File: config.mk
export PLATFORM = sky130hd
export DESIGN_NAME = ysyx_22041412_mem_arbiter_flat
export DESIGN_NICKNAME = d
export VERILOG_FILES = /design/src/rtl/ysyx_22041412_mem_pkg.sv /design/src/rtl/ysyx_22041412_mem_arbiter_if.sv /design/src/rtl/ysyx_22041412_mem_timeout.sv /design/src/rtl/ysyx_22041412_mem_arbiter.sv /design/src/flat_wrapper.sv
export SDC_FILE = /design/constraint.sdc
export NUM_CORES = 1
export LEC_CHECK = 0
export BUFFER_PORTS_ARGS = -buffer_cell sky130_fd_sc_hd__buf_2
export CORE_AREA = 2 2 209 211
export CTS_BUF_LIST = sky130_fd_sc_hd__clkbuf_4 sky130_fd_sc_hd__clkbuf_8
export CTS_CLUSTER_SIZE = 28
export DETAILED_ROUTE_END_ITERATION = 8
export DIE_AREA = 0 0 211 213
export SLEW_MARGIN = 20
export SYNTH_ARGS = -nofsm -noshare
export SYNTH_HDL_FRONTEND = slang
export SYNTH_HIERARCHICAL = 1
export SYNTH_SLANG_ARGS = --single-unit
File: constraint.sdc
create_clock -name clk -period 6.21 [get_ports clk]
set_input_delay 0.621 -clock clk [delete_from_list [all_inputs] [get_ports clk]]
set_output_delay 0.621 -clock clk [all_outputs]
set_load 0.005 [all_outputs]
File: src/rtl/ysyx_22041412_mem_pkg.sv
// Shared types and constants for the IF/LSU memory arbiter.
// Holds the state encoding, the owner tag and the RISC-V load/store func3 codes.
package ysyx_22041412_mem_pkg;

   typedef logic [1:0] state_t;
   localparam state_t ST_IDLE = 2'd0;
   localparam state_t ST_BUSY = 2'd1;
   localparam state_t ST_RESP = 2'd2;
   localparam state_t ST_ERR  = 2'd3;

   typedef enum logic {
      OWN_IF  = 1'b0,
      OWN_LSU = 1'b1
   } owner_t;

   localparam logic [2:0] F3_LB  = 3'b000;
   localparam logic [2:0] F3_LH  = 3'b001;
   localparam logic [2:0] F3_LW  = 3'b010;
   localparam logic [2:0] F3_LD  = 3'b011;
   localparam logic [2:0] F3_LBU = 3'b100;
   localparam logic [2:0] F3_LHU = 3'b101;
   localparam logic [2:0] F3_LWU = 3'b110;
   localparam logic [2:0] F3_SB  = 3'b000;
   localparam logic [2:0] F3_SH  = 3'b001;
   localparam logic [2:0] F3_SW  = 3'b010;
   localparam logic [2:0] F3_SD  = 3'b011;

endpackage

File: src/rtl/ysyx_22041412_mem_arbiter_if.sv
// Bus bundle between the IF/LSU requesters, the arbiter and the single-port SRAM.
// slave = arbiter view, master = requester/SRAM view.
interface ysyx_22041412_mem_arbiter_if #(
   parameter int ADDR_WIDTH = 64,
   parameter int DATA_WIDTH = 64
);
   logic                  if_req_valid;
   logic [ADDR_WIDTH-1:0] if_req_addr;
   logic                  if_req_ready;
   logic                  if_resp_valid;
   logic [DATA_WIDTH-1:0] if_resp_data;

   logic                  lsu_req_valid;
   logic                  lsu_req_wen;
   logic [2:0]            lsu_req_func3;
   logic [ADDR_WIDTH-1:0] lsu_req_addr;
   logic [DATA_WIDTH-1:0] lsu_req_wdata;
   logic                  lsu_req_ready;
   logic                  lsu_resp_valid;
   logic [DATA_WIDTH-1:0] lsu_resp_data;

   logic                  resp_err;

   logic                  mem_en;
   logic                  mem_wen;
   logic [2:0]            mem_func3;
   logic [ADDR_WIDTH-1:0] mem_addr;
   logic [DATA_WIDTH-1:0] mem_wdata;
   logic                  mem_stall;
   logic [DATA_WIDTH-1:0] mem_rdata;

   modport slave (
      input  if_req_valid, if_req_addr,
      output if_req_ready, if_resp_valid, if_resp_data,
      input  lsu_req_valid, lsu_req_wen, lsu_req_func3, lsu_req_addr, lsu_req_wdata,
      output lsu_req_ready, lsu_resp_valid, lsu_resp_data,
      output resp_err,
      output mem_en, mem_wen, mem_func3, mem_addr, mem_wdata,
      input  mem_stall, mem_rdata
   );

   modport master (
      output if_req_valid, if_req_addr,
      input  if_req_ready, if_resp_valid, if_resp_data,
      output lsu_req_valid, lsu_req_wen, lsu_req_func3, lsu_req_addr, lsu_req_wdata,
      input  lsu_req_ready, lsu_resp_valid, lsu_resp_data,
      input  resp_err,
      input  mem_en, mem_wen, mem_func3, mem_addr, mem_wdata,
      output mem_stall, mem_rdata
   );
endinterface

File: src/rtl/ysyx_22041412_mem_timeout.sv
// BUSY-cycle counter: cleared outside an access, counts while enabled,
// and flags the TIMEOUT-th counted cycle so the FSM can abandon a hung SRAM.
module ysyx_22041412_mem_timeout #(
   parameter int TIMEOUT = 16
) (
   input  logic clk,
   input  logic rst,
   input  logic i_clr,
   input  logic i_en,
   output logic o_expired
);
   localparam int CW = $clog2(TIMEOUT + 1);

   logic [CW-1:0] r_cnt;

   // Holds at the terminal value so the flag stays stable if the FSM lingers.
   always_ff @(posedge clk or posedge rst) begin
      if (rst) begin
         r_cnt <= '0;
      end else if (i_clr) begin
         r_cnt <= '0;
      end else if (i_en && !o_expired) begin
         r_cnt <= r_cnt + 1'b1;
      end
   end

   assign o_expired = (r_cnt == CW'(TIMEOUT - 1));
endmodule

File: src/rtl/ysyx_22041412_mem_arbiter.sv
// Shares the single-port SRAM between instruction fetch and the LSU.
// LSU has priority, bounded by a streak limit; one access in flight at a time.
module ysyx_22041412_mem_arbiter
   import ysyx_22041412_mem_pkg::*;
#(
   parameter int ADDR_WIDTH = 64,
   parameter int DATA_WIDTH = 64,
   parameter int LSU_STREAK = 4,
   parameter int TIMEOUT    = 16
) (
   input logic clk,
   input logic rst,
   ysyx_22041412_mem_arbiter_if.slave io_bus
);
   localparam int SW = $clog2(LSU_STREAK + 1);

   state_t                r_state;
   state_t                w_state_next;
   owner_t                r_owner;
   logic                  r_wen;
   logic                  r_first;
   logic [2:0]            r_func3;
   logic [ADDR_WIDTH-1:0] r_addr;
   logic [DATA_WIDTH-1:0] r_wdata;
   logic [DATA_WIDTH-1:0] r_rdata;
   logic [SW-1:0]         r_streak;

   logic                  w_idle;
   logic                  w_busy;
   logic                  w_resp;
   logic                  w_err;
   logic                  w_lsu_win;
   logic                  w_if_win;
   logic                  w_done;
   logic                  w_expired;
   logic [ADDR_WIDTH-1:0] w_grant_addr;

   // Reset gates the grant so no ready escapes while rst is held.
   assign w_idle = (r_state == ST_IDLE) && !rst;
   assign w_busy = (r_state == ST_BUSY);
   assign w_resp = (r_state == ST_RESP);
   assign w_err  = (r_state == ST_ERR);

   assign w_lsu_win = w_idle && io_bus.lsu_req_valid
                    && !(io_bus.if_req_valid && (r_streak == SW'(LSU_STREAK)));
   assign w_if_win  = w_idle && io_bus.if_req_valid && !w_lsu_win;
   assign w_grant_addr = w_lsu_win ? io_bus.lsu_req_addr : io_bus.if_req_addr;

   // The SRAM only reports ready one cycle after enable, so the first BUSY cycle is ignored.
   assign w_done = w_busy && !r_first && !io_bus.mem_stall;

   ysyx_22041412_mem_timeout #(
      .TIMEOUT (TIMEOUT)
   ) u_timeout (
      .clk       (clk),
      .rst       (rst),
      .i_clr     (!w_busy),
      .i_en      (w_busy),
      .o_expired (w_expired)
   );

   always_comb begin
      w_state_next = r_state;
      case (r_state)
         ST_IDLE: begin
            if (w_lsu_win || w_if_win) begin
               w_state_next = (w_grant_addr == '0) ? ST_ERR : ST_BUSY;
            end
         end
         ST_BUSY: begin
            if (w_done) begin
               w_state_next = ST_RESP;
            end else if (w_expired) begin
               w_state_next = ST_ERR;
            end
         end
         ST_RESP: w_state_next = ST_IDLE;
         ST_ERR:  w_state_next = ST_IDLE;
         default: w_state_next = ST_IDLE;
      endcase
   end

   always_ff @(posedge clk or posedge rst) begin
      if (rst) begin
         r_state  <= ST_IDLE;
         r_owner  <= OWN_IF;
         r_wen    <= 1'b0;
         r_first  <= 1'b0;
         r_func3  <= '0;
         r_addr   <= '0;
         r_wdata  <= '0;
         r_rdata  <= '0;
         r_streak <= '0;
      end else begin
         r_state <= w_state_next;
         r_first <= w_lsu_win || w_if_win;

         if (w_lsu_win) begin
            r_owner <= OWN_LSU;
            r_wen   <= io_bus.lsu_req_wen;
            r_func3 <= io_bus.lsu_req_func3;
            r_addr  <= io_bus.lsu_req_addr;
            r_wdata <= io_bus.lsu_req_wdata;
         end else if (w_if_win) begin
            r_owner <= OWN_IF;
            r_wen   <= 1'b0;
            r_func3 <= F3_LWU;
            r_addr  <= io_bus.if_req_addr;
            r_wdata <= '0;
         end

         // Streak only grows while IF is actually waiting behind the LSU.
         if (w_if_win) begin
            r_streak <= '0;
         end else if (w_lsu_win) begin
            if (!io_bus.if_req_valid) begin
               r_streak <= '0;
            end else if (r_streak != SW'(LSU_STREAK)) begin
               r_streak <= r_streak + 1'b1;
            end
         end

         if (w_done) begin
            r_rdata <= r_wen ? '0 : io_bus.mem_rdata;
         end
      end
   end

   assign io_bus.if_req_ready   = w_if_win;
   assign io_bus.lsu_req_ready  = w_lsu_win;
   assign io_bus.if_resp_valid  = (w_resp || w_err) && (r_owner == OWN_IF);
   assign io_bus.lsu_resp_valid = (w_resp || w_err) && (r_owner == OWN_LSU);
   assign io_bus.if_resp_data   = (w_resp && (r_owner == OWN_IF))  ? r_rdata : '0;
   assign io_bus.lsu_resp_data  = (w_resp && (r_owner == OWN_LSU)) ? r_rdata : '0;
   assign io_bus.resp_err       = w_err;

   assign io_bus.mem_en    = w_busy;
   assign io_bus.mem_wen   = w_busy && r_wen;
   assign io_bus.mem_func3 = w_busy ? r_func3 : '0;
   assign io_bus.mem_addr  = w_busy ? r_addr  : '0;
   assign io_bus.mem_wdata = w_busy ? r_wdata : '0;
endmodule
File: src/flat_wrapper.sv
// flat-port wrapper written by rule: the top's interface ports become plain ports
module ysyx_22041412_mem_arbiter_flat import ysyx_22041412_mem_pkg::*;
#(
   parameter int ADDR_WIDTH = 64,
   parameter int DATA_WIDTH = 64,
   parameter int LSU_STREAK = 4,
   parameter int TIMEOUT    = 16
)
  (clk, rst, io_bus_if_req_valid, io_bus_if_req_addr, io_bus_if_req_ready, io_bus_if_resp_valid, io_bus_if_resp_data, io_bus_lsu_req_valid, io_bus_lsu_req_wen, io_bus_lsu_req_func3, io_bus_lsu_req_addr, io_bus_lsu_req_wdata, io_bus_lsu_req_ready, io_bus_lsu_resp_valid, io_bus_lsu_resp_data, io_bus_resp_err, io_bus_mem_en, io_bus_mem_wen, io_bus_mem_func3, io_bus_mem_addr, io_bus_mem_wdata, io_bus_mem_stall, io_bus_mem_rdata);
  ysyx_22041412_mem_arbiter_if #(.ADDR_WIDTH(ADDR_WIDTH), .DATA_WIDTH(DATA_WIDTH)) io_bus_i ();
  input logic clk;
  input logic rst;
  input wire logic [$bits(io_bus_i.if_req_valid)-1:0] io_bus_if_req_valid;
  input wire logic [$bits(io_bus_i.if_req_addr)-1:0] io_bus_if_req_addr;
  output wire logic [$bits(io_bus_i.if_req_ready)-1:0] io_bus_if_req_ready;
  output wire logic [$bits(io_bus_i.if_resp_valid)-1:0] io_bus_if_resp_valid;
  output wire logic [$bits(io_bus_i.if_resp_data)-1:0] io_bus_if_resp_data;
  input wire logic [$bits(io_bus_i.lsu_req_valid)-1:0] io_bus_lsu_req_valid;
  input wire logic [$bits(io_bus_i.lsu_req_wen)-1:0] io_bus_lsu_req_wen;
  input wire logic [$bits(io_bus_i.lsu_req_func3)-1:0] io_bus_lsu_req_func3;
  input wire logic [$bits(io_bus_i.lsu_req_addr)-1:0] io_bus_lsu_req_addr;
  input wire logic [$bits(io_bus_i.lsu_req_wdata)-1:0] io_bus_lsu_req_wdata;
  output wire logic [$bits(io_bus_i.lsu_req_ready)-1:0] io_bus_lsu_req_ready;
  output wire logic [$bits(io_bus_i.lsu_resp_valid)-1:0] io_bus_lsu_resp_valid;
  output wire logic [$bits(io_bus_i.lsu_resp_data)-1:0] io_bus_lsu_resp_data;
  output wire logic [$bits(io_bus_i.resp_err)-1:0] io_bus_resp_err;
  output wire logic [$bits(io_bus_i.mem_en)-1:0] io_bus_mem_en;
  output wire logic [$bits(io_bus_i.mem_wen)-1:0] io_bus_mem_wen;
  output wire logic [$bits(io_bus_i.mem_func3)-1:0] io_bus_mem_func3;
  output wire logic [$bits(io_bus_i.mem_addr)-1:0] io_bus_mem_addr;
  output wire logic [$bits(io_bus_i.mem_wdata)-1:0] io_bus_mem_wdata;
  input wire logic [$bits(io_bus_i.mem_stall)-1:0] io_bus_mem_stall;
  input wire logic [$bits(io_bus_i.mem_rdata)-1:0] io_bus_mem_rdata;
  assign io_bus_i.if_req_valid = io_bus_if_req_valid;
  assign io_bus_i.if_req_addr = io_bus_if_req_addr;
  assign io_bus_if_req_ready = io_bus_i.if_req_ready;
  assign io_bus_if_resp_valid = io_bus_i.if_resp_valid;
  assign io_bus_if_resp_data = io_bus_i.if_resp_data;
  assign io_bus_i.lsu_req_valid = io_bus_lsu_req_valid;
  assign io_bus_i.lsu_req_wen = io_bus_lsu_req_wen;
  assign io_bus_i.lsu_req_func3 = io_bus_lsu_req_func3;
  assign io_bus_i.lsu_req_addr = io_bus_lsu_req_addr;
  assign io_bus_i.lsu_req_wdata = io_bus_lsu_req_wdata;
  assign io_bus_lsu_req_ready = io_bus_i.lsu_req_ready;
  assign io_bus_lsu_resp_valid = io_bus_i.lsu_resp_valid;
  assign io_bus_lsu_resp_data = io_bus_i.lsu_resp_data;
  assign io_bus_resp_err = io_bus_i.resp_err;
  assign io_bus_mem_en = io_bus_i.mem_en;
  assign io_bus_mem_wen = io_bus_i.mem_wen;
  assign io_bus_mem_func3 = io_bus_i.mem_func3;
  assign io_bus_mem_addr = io_bus_i.mem_addr;
  assign io_bus_mem_wdata = io_bus_i.mem_wdata;
  assign io_bus_i.mem_stall = io_bus_mem_stall;
  assign io_bus_i.mem_rdata = io_bus_mem_rdata;
  ysyx_22041412_mem_arbiter #(.ADDR_WIDTH(ADDR_WIDTH), .DATA_WIDTH(DATA_WIDTH), .LSU_STREAK(LSU_STREAK), .TIMEOUT(TIMEOUT)) u_core (.clk(clk), .rst(rst), .io_bus(io_bus_i));
endmodule
==> impl_metrics.prom, run 1 <==
# TYPE chip_impl_metric gauge
chip_impl_info{name="status",value="complete, no violations"} 1
chip_impl_metric{name="maxSlewHeadroom",unit=""} 0.414
chip_impl_metric{name="synth.cell_area",unit="um2"} 10600
chip_impl_metric{name="hold_violations",unit=""} 0
chip_impl_metric{name="fp.dieH",unit="um"} 213
chip_impl_metric{name="antenna_found_initial",unit=""} 4
chip_impl_metric{name="wire_per_inst",unit="um"} 16.7
chip_impl_metric{name="die_footprint",unit="um2"} 44900
chip_impl_metric{name="worstSkewPairLatency",unit="ps"} 550
chip_impl_metric{name="floorplan.die.width",unit="um"} 211
chip_impl_info{name="critical_path_class",value="reg -> out"} 1
chip_impl_metric{name="dp_hpwl",unit="um"} 26900
chip_impl_metric{name="max_slew.worst_pin.slew",unit="ps"} 879
chip_impl_metric{name="post_synthesis_average_cell_area",unit="um2"} 9.58
chip_impl_info{name="largest_delay_share_family_worst_path",value="buffers and inverters"} 1
chip_impl_metric{name="post_cts_buffers",unit=""} 0
chip_impl_info{name="start_kind",value="register"} 1
chip_impl_metric{name="worst_hold_slack",unit="ps"} 63.5
chip_impl_metric{name="reg2reg_depth",unit=""} 5
chip_impl_info{name="rr_startpoint",value="u_core/r_state[0]"} 1
chip_impl_metric{name="routed_wl",unit="um"} 36300
chip_impl_metric{name="cts.path.max_buffers",unit=""} 3
chip_impl_metric{name="cts-hold-fix-buffers",unit=""} 0
chip_impl_metric{name="design_area",unit="um2"} 14500
chip_impl_metric{name="setup_total_negative_slack",unit="ps"} 0
chip_impl_info{name="postSynth.topFlopCell",value="sky130_fd_sc_hd__dfrtp_1"} 1
chip_impl_metric{name="power.density_cell_area",unit="nW/um2"} 408
chip_impl_metric{name="io-pin-count",unit=""} 531
chip_impl_metric{name="final_layout_size_suffix_gt1_frac",unit=""} 0.378
chip_impl_metric{name="replace_congestion",unit=""} 0.909
chip_impl_metric{name="num-nets-final",unit=""} 1875
chip_impl_metric{name="fin_crit",unit="ps"} 3710
chip_impl_metric{name="yosysSeqAreaShare",unit=""} 0.490
chip_impl_metric{name="synth_enable_flop_cells",unit=""} 0
chip_impl_metric{name="placement.cell_area",unit="um2"} 13700
chip_impl_info{name="cp-end-kind",value="output pin"} 1
chip_impl_metric{name="max-vdd-ir-drop",unit="mV"} 0.173
chip_impl_metric{name="timing.fmax",unit="GHz"} 0.270
chip_impl_metric{name="buffer_ports.inserted",unit=""} 530
chip_impl_metric{name="largest_net_degree_at_the_start_of_global_routing",unit=""} 130
chip_impl_info{name="mostFrequentLayoutCell",value="sky130_fd_sc_hd__buf_2"} 1
chip_impl_metric{name="drt_pre_antenna_iters",unit=""} 6
chip_impl_info{name="timing.hold.worst.class",value="in -> async"} 1
chip_impl_info{name="worstPathCellList",value="inv_1 > nand2_1 > clkinv_2 > buf_4 > and2_1 > buf_2"} 1
chip_impl_info{name="critical_path_startpoint",value="u_core/r_state[1]"} 1
chip_impl_metric{name="worst-r2r-setup-slack",unit="ps"} 3230
chip_impl_metric{name="async_flop_share",unit=""} 1.00
chip_impl_metric{name="worst-endpoint-required",unit="ps"} 5590
chip_impl_metric{name="max_stage_delay",unit="ps"} 680
chip_impl_metric{name="critical_path_arrival",unit="ps"} 3090
chip_impl_metric{name="preCtsSetupSlack",unit="ps"} 2890
chip_impl_metric{name="setup-violations-final",unit=""} 0
chip_impl_metric{name="setup_slack",unit="ps"} 2500
chip_impl_info{name="mostFrequentLayoutCells",value="530 x sky130_fd_sc_hd__buf_2, 262 x sky130_fd_sc_hd__and2_1, 208 x sky130_fd_sc_hd__dfrtp_1, 136 x sky130_fd_sc_hd__nand2_1, 131 x sky130_fd_sc_hd__o21ai_0"} 1
chip_impl_metric{name="cellLeakagePower",unit="nW"} 7.95
chip_impl_info{name="cts_tree",value="yes"} 1
chip_impl_metric{name="drt_first_iter_violations",unit=""} 620
chip_impl_metric{name="final_antenna_net_count",unit=""} 0
chip_impl_metric{name="design.core.area",unit="um2"} 42700
chip_impl_metric{name="synthToLayoutAreaGrowth",unit="%"} 36.6
chip_impl_metric{name="finClkSkew",unit="ps"} 10.7
chip_impl_metric{name="vias",unit=""} 9925
chip_impl_metric{name="postSynthCellCount",unit=""} 1109
chip_impl_metric{name="worstPathMaxFanout",unit=""} 74
chip_impl_metric{name="route.detailed.vias_per_inst",unit=""} 4.56
chip_impl_metric{name="grt_pass1_vias",unit=""} 9490
chip_impl_metric{name="htreeDepth",unit=""} 2
chip_impl_metric{name="synth-warning-count",unit=""} 6
chip_impl_metric{name="placementRows",unit=""} 76
chip_impl_info{name="grt_setup_unrepaired",value="no"} 1
chip_impl_metric{name="grt_util_all_layers",unit=""} 0.154
chip_impl_metric{name="number_of_synthesized_register_bits",unit=""} 208
chip_impl_metric{name="final_core_util",unit=""} 0.340
chip_impl_info{name="highest_delay_cell_along_the_critical_path",value="sky130_fd_sc_hd__clkinv_2"} 1
chip_impl_metric{name="grt_remaining_overflow",unit=""} 0
chip_impl_info{name="destination_of_the_worst_register_to_register_timing_path",value="u_core/r_addr[13]"} 1
chip_impl_metric{name="grt_pass1_wl",unit="um"} 53700
chip_impl_metric{name="clock_sink_count",unit=""} 208
chip_impl_metric{name="drv_slew",unit=""} 0
chip_impl_metric{name="post_cts_resize_count",unit=""} 0
chip_impl_metric{name="detail_route.drc_violations",unit=""} 0
chip_impl_metric{name="synthesis.nets",unit=""} 1378
chip_impl_metric{name="netlist_cell_types",unit=""} 36
chip_impl_metric{name="final_min_period_over_clock_period",unit=""} 0.598
chip_impl_metric{name="timing.critical_path.buf_inv",unit=""} 4
chip_impl_metric{name="tritoncts.num_buffers",unit=""} 40
chip_impl_metric{name="maxCapViolations",unit=""} 0
chip_impl_info{name="clockRootBuffer",value="sky130_fd_sc_hd__clkbuf_8"} 1
chip_impl_metric{name="worst_setup_hold_path_clk_slew",unit="ps"} 60
chip_impl_metric{name="start_util",unit=""} 0.249
-- synthesized netlist by cell type, types with 6 or more instances --
library cell / count / share of area
sky130_fd_sc_hd__inv_1: 7 / 0.0025
sky130_fd_sc_hd__nand2b_1: 65 / 0.038
sky130_fd_sc_hd__and2_1: 262 / 0.15
sky130_fd_sc_hd__nand3_1: 6 / 0.0028
sky130_fd_sc_hd__buf_4: 12 / 0.0085
sky130_fd_sc_hd__nor4_1: 35 / 0.021
sky130_fd_sc_hd__buf_2: 18 / 0.0085
sky130_fd_sc_hd__o21ai_0: 131 / 0.062
sky130_fd_sc_hd__clkbuf_1: 53 / 0.019
sky130_fd_sc_hd__a22o_1: 66 / 0.054
sky130_fd_sc_hd__dfrtp_1: 208 / 0.49
sky130_fd_sc_hd__nand2_1: 138 / 0.049
sky130_fd_sc_hd__mux2i_1: 65 / 0.061
sky130_fd_sc_hd__nor2_1: 9 / 0.0032
-- per-layer routing --
layer | GRT usage | up-vias | wire, um
met5 | 0 | - | 27
met4 | 0.0653 | 4 | 1300
met3 | 0.0478 | 89 | 2970
met2 | 0.246 | 437 | 16900
met1 | 0.191 | 4665 | 15100
li1 | - | 4730 | -
-- per-stage QoR --
stage / std cells / total power [mW]
floorplan: 1109 / 3.65
global placement: 2110 / 4.50
detailed placement: 2110 / 4.55
CTS: 2175 / 6.01
global route: 2175 / 6.38
finish: 2176 / 5.93
-- where the power goes --
part	internal (mW)	switching, mW	total (mW)
Sequential	2.02	0.426	2.44
Combinational	0.983	1.09	2.08
Clock	0.827	0.582	1.41
-- how the worst max path moves through the flow --
stage / cells past startpoint / endpoint / slack, ps
2_1_floorplan: 1 / u_core/r_addr[0] / 50
3_3_place_gp: 6 / u_core/r_addr[26] / 2990
3_5_place_dp: 6 / u_core/r_addr[13] / 2890
4_1_cts: 6 / io_bus_mem_addr[53] / 2410
5_1_grt: 6 / io_bus_mem_addr[53] / 2210
6_report: 6 / io_bus_mem_addr[53] / 2500
-- sequential cells by signal (all words and copies together), names as in the netlist, 2 cells and up --
register and count:
u_core/r_wdata 64, u_core/r_state 2, u_core/r_rdata 64, u_core/r_func3 3, u_core/r_streak 3, u_core/u_timeout/r_cnt 5, u_core/r_addr 64
-- kinds of logic after synthesis --
group / synth area share
AO/OA/AOI/OAI: 0.124
XOR/XNOR: 0.00165
adder cells (fa/ha/maj): 0.00471
buffers and inverters: 0.0399
flip-flops: 0.490
multiplexers: 0.0623
AND/OR/NAND/NOR: 0.278
-- cell type report --
cell class	count	area, um2
antenna	1	2.50
clock buffer	61	733
inverter	9	45.0
sequential	208	5200
multi-input combinational	808	5040
timing repair buffer	539	2730
tap	546	683
clock inverter	4	70.1
fill	4447	28200
Note: power is estimated with default switching activity, not from simulation.
==> run 2, diff against run 1 <==
- clock period: 6.21 -> 3 ns (I/O delays scaled with it)
==> run 2 against run 1 <==
Effect of this change:
- critical endpoint is now u_core/r_addr[47]
- register-to-register slack lost 3000 ps
- first-iteration DRC count is 2.1% lower
- design area grew 16%
- power grew 120%
- die area stayed put
==> impl_metrics.prom, run 2 (same netlist as run 1, synthesis figures left out) <==
# TYPE chip_impl_metric gauge
chip_impl_metric{name="max_slew.worst_pin.slew",unit="ps"} 801
chip_impl_metric{name="num-nets-final",unit=""} 2096
chip_impl_metric{name="design.core.area",unit="um2"} 42700
chip_impl_metric{name="max-vdd-ir-drop",unit="mV"} 0.372
chip_impl_metric{name="worst_hold_slack",unit="ps"} 47.8
chip_impl_metric{name="net-switching-power",unit="mW"} 4.52
chip_impl_metric{name="maxSlewHeadroom",unit=""} 0.466
chip_impl_info{name="cts_tree",value="yes"} 1
chip_impl_metric{name="power.share.switching",unit=""} 0.348
chip_impl_metric{name="antenna_found_initial",unit=""} 9
chip_impl_info{name="rr_startpoint",value="u_core/r_state[0]"} 1
chip_impl_metric{name="reg2reg_depth",unit=""} 7
chip_impl_metric{name="tritoncts.num_buffers",unit=""} 40
chip_impl_metric{name="power.density_cell_area",unit="nW/um2"} 771
chip_impl_metric{name="worstPathMaxFanout",unit=""} 73
chip_impl_metric{name="worst_setup_hold_path_clk_slew",unit="ps"} 60
chip_impl_info{name="timing.hold.worst.class",value="in -> reg"} 1
chip_impl_metric{name="fin_crit",unit="ps"} 2760
chip_impl_metric{name="clock_sink_count",unit=""} 208
chip_impl_info{name="start_kind",value="register"} 1
chip_impl_info{name="destination_of_the_worst_register_to_register_timing_path",value="u_core/r_addr[47]"} 1
chip_impl_metric{name="timing.fmax",unit="GHz"} 0.363
chip_impl_metric{name="max_stage_delay",unit="ps"} 580
chip_impl_info{name="biggestRegsByFlops",value="u_core/r_addr (64), u_core/r_rdata (64), u_core/r_wdata (64)"} 1
chip_impl_info{name="cp-end-kind",value="register"} 1
chip_impl_metric{name="grt_pass1_wl",unit="um"} 59800
chip_impl_info{name="critical_path_class",value="reg -> reg"} 1
chip_impl_metric{name="vias",unit=""} 11000
chip_impl_metric{name="synthToLayoutAreaGrowth",unit="%"} 58.7
chip_impl_metric{name="grt_pass1_vias",unit=""} 11100
chip_impl_metric{name="htreeDepth",unit=""} 2
chip_impl_info{name="critical_path_startpoint",value="u_core/r_state[0]"} 1
chip_impl_info{name="mostFrequentLayoutCell",value="sky130_fd_sc_hd__buf_2"} 1
chip_impl_info{name="highest_delay_cell_along_the_critical_path",value="sky130_fd_sc_hd__dlygate4sd3_1"} 1
chip_impl_metric{name="setup_total_negative_slack",unit="ps"} 0
chip_impl_metric{name="power.internal",unit="mW"} 8.48
chip_impl_metric{name="routed_wl",unit="um"} 40300
chip_impl_metric{name="cts.path.max_buffers",unit=""} 3
chip_impl_metric{name="replace_congestion",unit=""} 0.951
chip_impl_metric{name="io-pin-count",unit=""} 531
chip_impl_metric{name="final_antenna_net_count",unit=""} 0
chip_impl_info{name="mostFrequentLayoutCells",value="530 x sky130_fd_sc_hd__buf_2, 262 x sky130_fd_sc_hd__and2_1, 212 x sky130_fd_sc_hd__dlygate4sd3_1, 208 x sky130_fd_sc_hd__dfrtp_1, 136 x sky130_fd_sc_hd__nand2_1"} 1
chip_impl_metric{name="buffer_ports.inserted",unit=""} 530
chip_impl_metric{name="total_power",unit="mW"} 13.0
chip_impl_metric{name="placementRows",unit=""} 76
chip_impl_metric{name="largest_net_degree_at_the_start_of_global_routing",unit=""} 122
chip_impl_metric{name="drt_first_iter_violations",unit=""} 607
chip_impl_metric{name="floorplan.die.width",unit="um"} 211
chip_impl_metric{name="maxCapViolations",unit=""} 0
chip_impl_metric{name="worst-endpoint-required",unit="ps"} 3440
chip_impl_metric{name="seqPwrFrac",unit=""} 0.391
chip_impl_metric{name="critical_path_arrival",unit="ps"} 3190
chip_impl_metric{name="fp.dieH",unit="um"} 213
chip_impl_metric{name="setup_slack",unit="ps"} 245
chip_impl_metric{name="hold_violations",unit=""} 0
chip_impl_metric{name="drt_pre_antenna_iters",unit=""} 5
chip_impl_metric{name="preCtsSetupSlack",unit="ps"} 603
chip_impl_metric{name="cellLeakagePower",unit="nW"} 8.95
chip_impl_metric{name="setup-violations-final",unit=""} 0
chip_impl_metric{name="final_layout_size_suffix_gt1_frac",unit=""} 0.337
chip_impl_info{name="grt_setup_unrepaired",value="no"} 1
chip_impl_metric{name="wire_per_inst",unit="um"} 16.8
chip_impl_metric{name="grt_remaining_overflow",unit=""} 0
chip_impl_metric{name="die_footprint",unit="um2"} 44900
chip_impl_metric{name="power.share.clock",unit=""} 0.239
chip_impl_metric{name="detail_route.drc_violations",unit=""} 0
chip_impl_metric{name="fillers",unit=""} 4232
chip_impl_metric{name="drv_slew",unit=""} 0
chip_impl_info{name="status",value="complete, no violations"} 1
chip_impl_metric{name="power_frac_comb",unit=""} 0.370
chip_impl_info{name="clockRootBuffer",value="sky130_fd_sc_hd__clkbuf_8"} 1
chip_impl_metric{name="finClkSkew",unit="ps"} 21.5
chip_impl_metric{name="worstSkewPairLatency",unit="ps"} 560
chip_impl_metric{name="final_core_util",unit=""} 0.395
chip_impl_info{name="crit_path_end",value="u_core/r_addr[47]"} 1
chip_impl_metric{name="final_min_period_over_clock_period",unit=""} 0.918
chip_impl_metric{name="dp_hpwl",unit="um"} 27600
chip_impl_metric{name="worst-r2r-setup-slack",unit="ps"} 240
chip_impl_info{name="worstPathCellList",value="nor3_2 > buf_4 > nand3_2 > inv_6 > buf_12 > o21ai_0 > dlygate4sd3_1"} 1
chip_impl_metric{name="start_util",unit=""} 0.249
chip_impl_metric{name="post_cts_buffers",unit=""} 0
chip_impl_metric{name="route.detailed.vias_per_inst",unit=""} 4.57
chip_impl_metric{name="grt_util_all_layers",unit=""} 0.169
run 2: routing by layer:
metal | GRT usage | up-vias | share of wire
met5 | 0 | - | 0.00027
met4 | 0.0867 | 2 | 0.044
met3 | 0.0449 | 124 | 0.069
met2 | 0.283 | 527 | 0.47
met1 | 0.200 | 5147 | 0.41
li1 | - | 5189 | -
run 2: through the flow:
stage | instance area (um2) | cells
6_report | 16900 | 2404
3_3_place_gp | 13800 | 2118
3_5_place_dp | 13800 | 2118
4_1_cts | 16800 | 2395
5_1_grt | 16900 | 2402
2_1_floorplan | 10600 | 1109
run 2: critical path: cells and delay by family (launching register included):
kind | cells | cell delay, ps
AO/OA/AOI/OAI | 1 | 140
buffers and inverters | 4 | 1520
flip-flops | 1 | 470
AND/OR/NAND/NOR | 2 | 420
run 2: layout make-up:
cell class              instances  area (um2)  area share
well taps                     546         683      0.0405
diodes                          8        20.0     0.00119
repair buffers                760        5010       0.297
clock buffers                  60         763      0.0453
multi-input cells             808        5030       0.299
flip-flops and latches        208        5200       0.309
inverters                       9        45.0     0.00267
clock inverters                 5         100     0.00594
run 2: repair_timing:
| action | CTS | global route |
|---|---|---|
| cloned | 0 | 1 |
| pin swaps | 0 | 0 |
| endpoints found under the setup margin | 3 | 87 |
| hold buffers | 212 | 0 |
| resized for setup | 2 | 1 |
| hold endpoints to repair | 352 | 0 |
run 2: how the worst min path moves through the flow:
stage | startpoint | to | slack, ps | depth (start not counted)
after floorplan | rst | u_core/u_timeout/r_cnt[0] | 80 | 1
after global placement | rst | u_core/u_timeout/r_cnt[2] | 260 | 2
after detailed placement | rst | u_core/u_timeout/r_cnt[2] | 270 | 2
after CTS | io_bus_if_req_addr[18] | u_core/r_addr[18] | 0.2 | 3
after global routing | io_bus_if_req_addr[23] | u_core/r_addr[23] | 30 | 3
final | io_bus_if_req_addr[1] | u_core/r_addr[1] | 50 | 3
run 2: power by group through the flow:
stage	clock [mW]	combinational [mW]	sequential, mW
2_1_floorplan	0	2.85	4.70
3_3_place_gp	0	4.31	5.04
3_5_place_dp	0	4.41	5.07
4_1_cts	3.23	4.78	5.07
5_1_grt	3.35	5.37	5.27
6_report	3.10	4.81	5.09
==> run 3, diff against run 2 <==
- CELL_PAD_IN_SITES_DETAIL_PLACEMENT: not set -> 1
- CELL_PAD_IN_SITES_GLOBAL_PLACEMENT: not set -> 1
- CORE_AREA: 2 2 209 211 -> 2 2 206 208
- DIE_AREA: 0 0 211 213 -> 0 0 208 210
- PLACE_DENSITY_LB_ADDON: not set -> 0.1
==> run 3 against run 2 <==
Effect of this change:
- final cell count down 0.58%
- critical path type is now reg -> out
- count of clock-buffer cells in the layout is 5 higher
- maximum frequency up 3.2%
- routed wire length grew 8.5%
- global-route usage rose by 2.7 points
==> impl_metrics.prom, run 3 (same netlist as run 1, synthesis figures left out) <==
# TYPE chip_impl_metric gauge
chip_impl_metric{name="route.detailed.vias_per_inst",unit=""} 4.51
chip_impl_metric{name="max_stage_delay",unit="ps"} 480
chip_impl_metric{name="drv_slew",unit=""} 0
chip_impl_metric{name="setup_total_negative_slack",unit="ps"} 0
chip_impl_metric{name="grt_pass1_wl",unit="um"} 68100
chip_impl_info{name="biggestRegsByFlops",value="u_core/r_addr (64), u_core/r_rdata (64), u_core/r_wdata (64)"} 1
chip_impl_metric{name="buffer_ports.inserted",unit=""} 530
chip_impl_metric{name="critical_path_arrival",unit="ps"} 2370
chip_impl_info{name="critical_path_startpoint",value="u_core/r_state[0]"} 1
chip_impl_info{name="worstPathCellList",value="nor3_2 > buf_4 > nand3_2 > inv_6 > nor2_1 > buf_2"} 1
chip_impl_info{name="highest_delay_cell_along_the_critical_path",value="sky130_fd_sc_hd__dfrtp_1"} 1
chip_impl_metric{name="design_area",unit="um2"} 16700
chip_impl_metric{name="antenna_found_initial",unit=""} 12
chip_impl_info{name="mostFrequentLayoutCells",value="530 x sky130_fd_sc_hd__buf_2, 262 x sky130_fd_sc_hd__and2_1, 208 x sky130_fd_sc_hd__dfrtp_1, 197 x sky130_fd_sc_hd__dlygate4sd3_1, 136 x sky130_fd_sc_hd__nand2_1"} 1
chip_impl_info{name="cts_tree",value="yes"} 1
chip_impl_metric{name="cts.path.max_buffers",unit=""} 3
chip_impl_metric{name="floorplan.die.width",unit="um"} 208
chip_impl_metric{name="critical_path_depth",unit=""} 6
chip_impl_metric{name="io-pin-count",unit=""} 531
chip_impl_metric{name="fillers",unit=""} 4920
chip_impl_info{name="destination_of_the_worst_register_to_register_timing_path",value="u_core/r_rdata[46]"} 1
chip_impl_info{name="clockRootBuffer",value="sky130_fd_sc_hd__clkbuf_8"} 1
chip_impl_metric{name="worst_setup_hold_path_clk_slew",unit="ps"} 60
chip_impl_metric{name="final_layout_size_suffix_gt1_frac",unit=""} 0.342
chip_impl_metric{name="start_util",unit=""} 0.256
chip_impl_metric{name="timing.fmax",unit="GHz"} 0.375
chip_impl_metric{name="synthToLayoutAreaGrowth",unit="%"} 57.1
chip_impl_info{name="start_kind",value="register"} 1
chip_impl_metric{name="max-vdd-ir-drop",unit="mV"} 0.373
chip_impl_info{name="largest_delay_share_family_worst_path",value="buffers and inverters"} 1
chip_impl_metric{name="cellLeakagePower",unit="nW"} 8.86
chip_impl_metric{name="dp_hpwl",unit="um"} 31100
chip_impl_metric{name="fp.dieH",unit="um"} 210
chip_impl_info{name="crit_path_end",value="io_bus_if_req_ready"} 1
chip_impl_metric{name="wire_per_inst",unit="um"} 18.3
chip_impl_metric{name="maxCapViolations",unit=""} 0
chip_impl_metric{name="die_footprint",unit="um2"} 43700
chip_impl_metric{name="design.core.area",unit="um2"} 41500
chip_impl_metric{name="htreeDepth",unit=""} 2
chip_impl_metric{name="fin_crit",unit="ps"} 2670
chip_impl_metric{name="max_slew.worst_pin.slew",unit="ps"} 827
chip_impl_metric{name="largest_net_degree_at_the_start_of_global_routing",unit=""} 84
chip_impl_info{name="grt_setup_unrepaired",value="no"} 1
chip_impl_metric{name="finClkSkew",unit="ps"} 20.2
chip_impl_metric{name="maxSlewHeadroom",unit=""} 0.449
chip_impl_metric{name="power.share.clock",unit=""} 0.234
chip_impl_metric{name="total_power",unit="mW"} 12.8
chip_impl_metric{name="clock_sink_count",unit=""} 208
chip_impl_metric{name="grt_remaining_overflow",unit=""} 0
chip_impl_info{name="critical_path_class",value="reg -> out"} 1
chip_impl_metric{name="placementRows",unit=""} 75
chip_impl_metric{name="worst-r2r-setup-slack",unit="ps"} 690
chip_impl_metric{name="tritoncts.num_buffers",unit=""} 41
chip_impl_metric{name="worstPathMaxFanout",unit=""} 75
chip_impl_metric{name="grt_pass1_vias",unit=""} 11700
chip_impl_metric{name="hold_violations",unit=""} 0
chip_impl_metric{name="final_core_util",unit=""} 0.402
chip_impl_metric{name="placement.cell_area",unit="um2"} 13900
chip_impl_metric{name="grt_util_all_layers",unit=""} 0.196
chip_impl_info{name="mostFrequentLayoutCell",value="sky130_fd_sc_hd__buf_2"} 1
chip_impl_info{name="timing.hold.worst.class",value="in -> reg"} 1
chip_impl_metric{name="power_frac_comb",unit=""} 0.370
chip_impl_metric{name="routed_wl",unit="um"} 43700
chip_impl_metric{name="vias",unit=""} 10800
chip_impl_metric{name="worst-endpoint-required",unit="ps"} 2700
chip_impl_metric{name="timing.critical_path.buf_inv",unit=""} 3
chip_impl_metric{name="worstSkewPairLatency",unit="ps"} 560
chip_impl_metric{name="power.density_cell_area",unit="nW/um2"} 765
chip_impl_metric{name="final_antenna_net_count",unit=""} 0
chip_impl_info{name="status",value="complete, no violations"} 1
chip_impl_metric{name="power.share.switching",unit=""} 0.360
chip_impl_metric{name="num-nets-final",unit=""} 2085
chip_impl_metric{name="seqPwrFrac",unit=""} 0.396
chip_impl_metric{name="drt_first_iter_violations",unit=""} 365
chip_impl_metric{name="detail_route.drc_violations",unit=""} 0
chip_impl_metric{name="final_min_period_over_clock_period",unit=""} 0.890
chip_impl_metric{name="drt_pre_antenna_iters",unit=""} 4
chip_impl_metric{name="net-switching-power",unit="mW"} 4.60
chip_impl_metric{name="replace_congestion",unit=""} 0.787
chip_impl_metric{name="power.internal",unit="mW"} 8.18
chip_impl_info{name="rr_startpoint",value="u_core/r_state[1]"} 1
chip_impl_metric{name="reg2reg_depth",unit=""} 6
chip_impl_info{name="cp-end-kind",value="output pin"} 1
chip_impl_metric{name="setup-violations-final",unit=""} 0
-- run 3: cell count changes in the layout (fill, tap and decap cells not counted), sizes merged, moves of 3 or more --
| cell | previous run | this run |
|---|---|---|
| bufinv | 3 | 0 |
| diode | 8 | 11 |
| buf | 547 | 551 |
| clkbuf | 61 | 65 |
| dlygate4sd3 | 212 | 197 |
-- run 3: tightest hold or removal path: cells and delay by family --
kind	cells	cell delay, ps
AO/OA/AOI/OAI	1	130
multiplexers	1	50
buffers and inverters	1	90
-- run 3: metal layers --
layer  share of wire  GRT usage  up-vias
li1                -          -     5167
met1            0.43      0.248     5174
met2            0.47      0.327      366
met3           0.066     0.0513       77
met4           0.026     0.0648        4
met5         0.00053          0        -
-- run 3: cell type report --
class / instances / area, um2 / area share
Clock inverter: 2 / 12.5 / 0.000750
Tap cell: 539 / 674 / 0.0404
Clock buffer: 65 / 820 / 0.0491
Timing Repair Buffer: 748 / 4870 / 0.292
Antenna cell: 11 / 27.5 / 0.00165
Sequential cell: 208 / 5200 / 0.312
Multi-Input combinational cell: 808 / 5030 / 0.302
Inverter: 9 / 47.5 / 0.00285
-- run 3: per-stage QoR --
step	setup WS, ps	hold slack, ps	std cells
floorplan	69.7	78.5	1109
global placement	547	258	2115
detailed placement	456	262	2115
CTS	218	12.6	2379
global route	113	38.8	2387
finish	330	59.9	2390
-- run 3: power groups by stage --
stage	Sequential [mW]	Clock, mW	Combinational (mW)
floorplan	4.70	0	2.85
global placement	5.05	0	4.47
detailed placement	5.08	0	4.58
CTS	5.07	3.12	4.81
global route	5.26	3.24	5.33
finish	5.06	2.98	4.73
-- run 3: worst min path at each step --
| stage | startpoint | end | slack, ps | depth (start not counted) |
|---|---|---|---|---|
| floorplan | rst | u_core/u_timeout/r_cnt[0] | 80 | 1 |
| global route | io_bus_if_req_addr[3] | u_core/r_addr[3] | 40 | 3 |
| CTS | io_bus_if_req_addr[51] | u_core/r_addr[51] | 10 | 3 |
| global placement | rst | u_core/u_timeout/r_cnt[4] | 260 | 2 |
| detailed placement | rst | u_core/u_timeout/r_cnt[4] | 260 | 2 |
| finish | io_bus_if_req_addr[58] | u_core/r_addr[58] | 60 | 3 |
-- run 3: timing repair --
action,CTS,global route
hold buffers,197,0
endpoints found under the hold margin,218,0
resized for setup,1,0
endpoints found under the setup margin,1,0
setup buffers,0,0
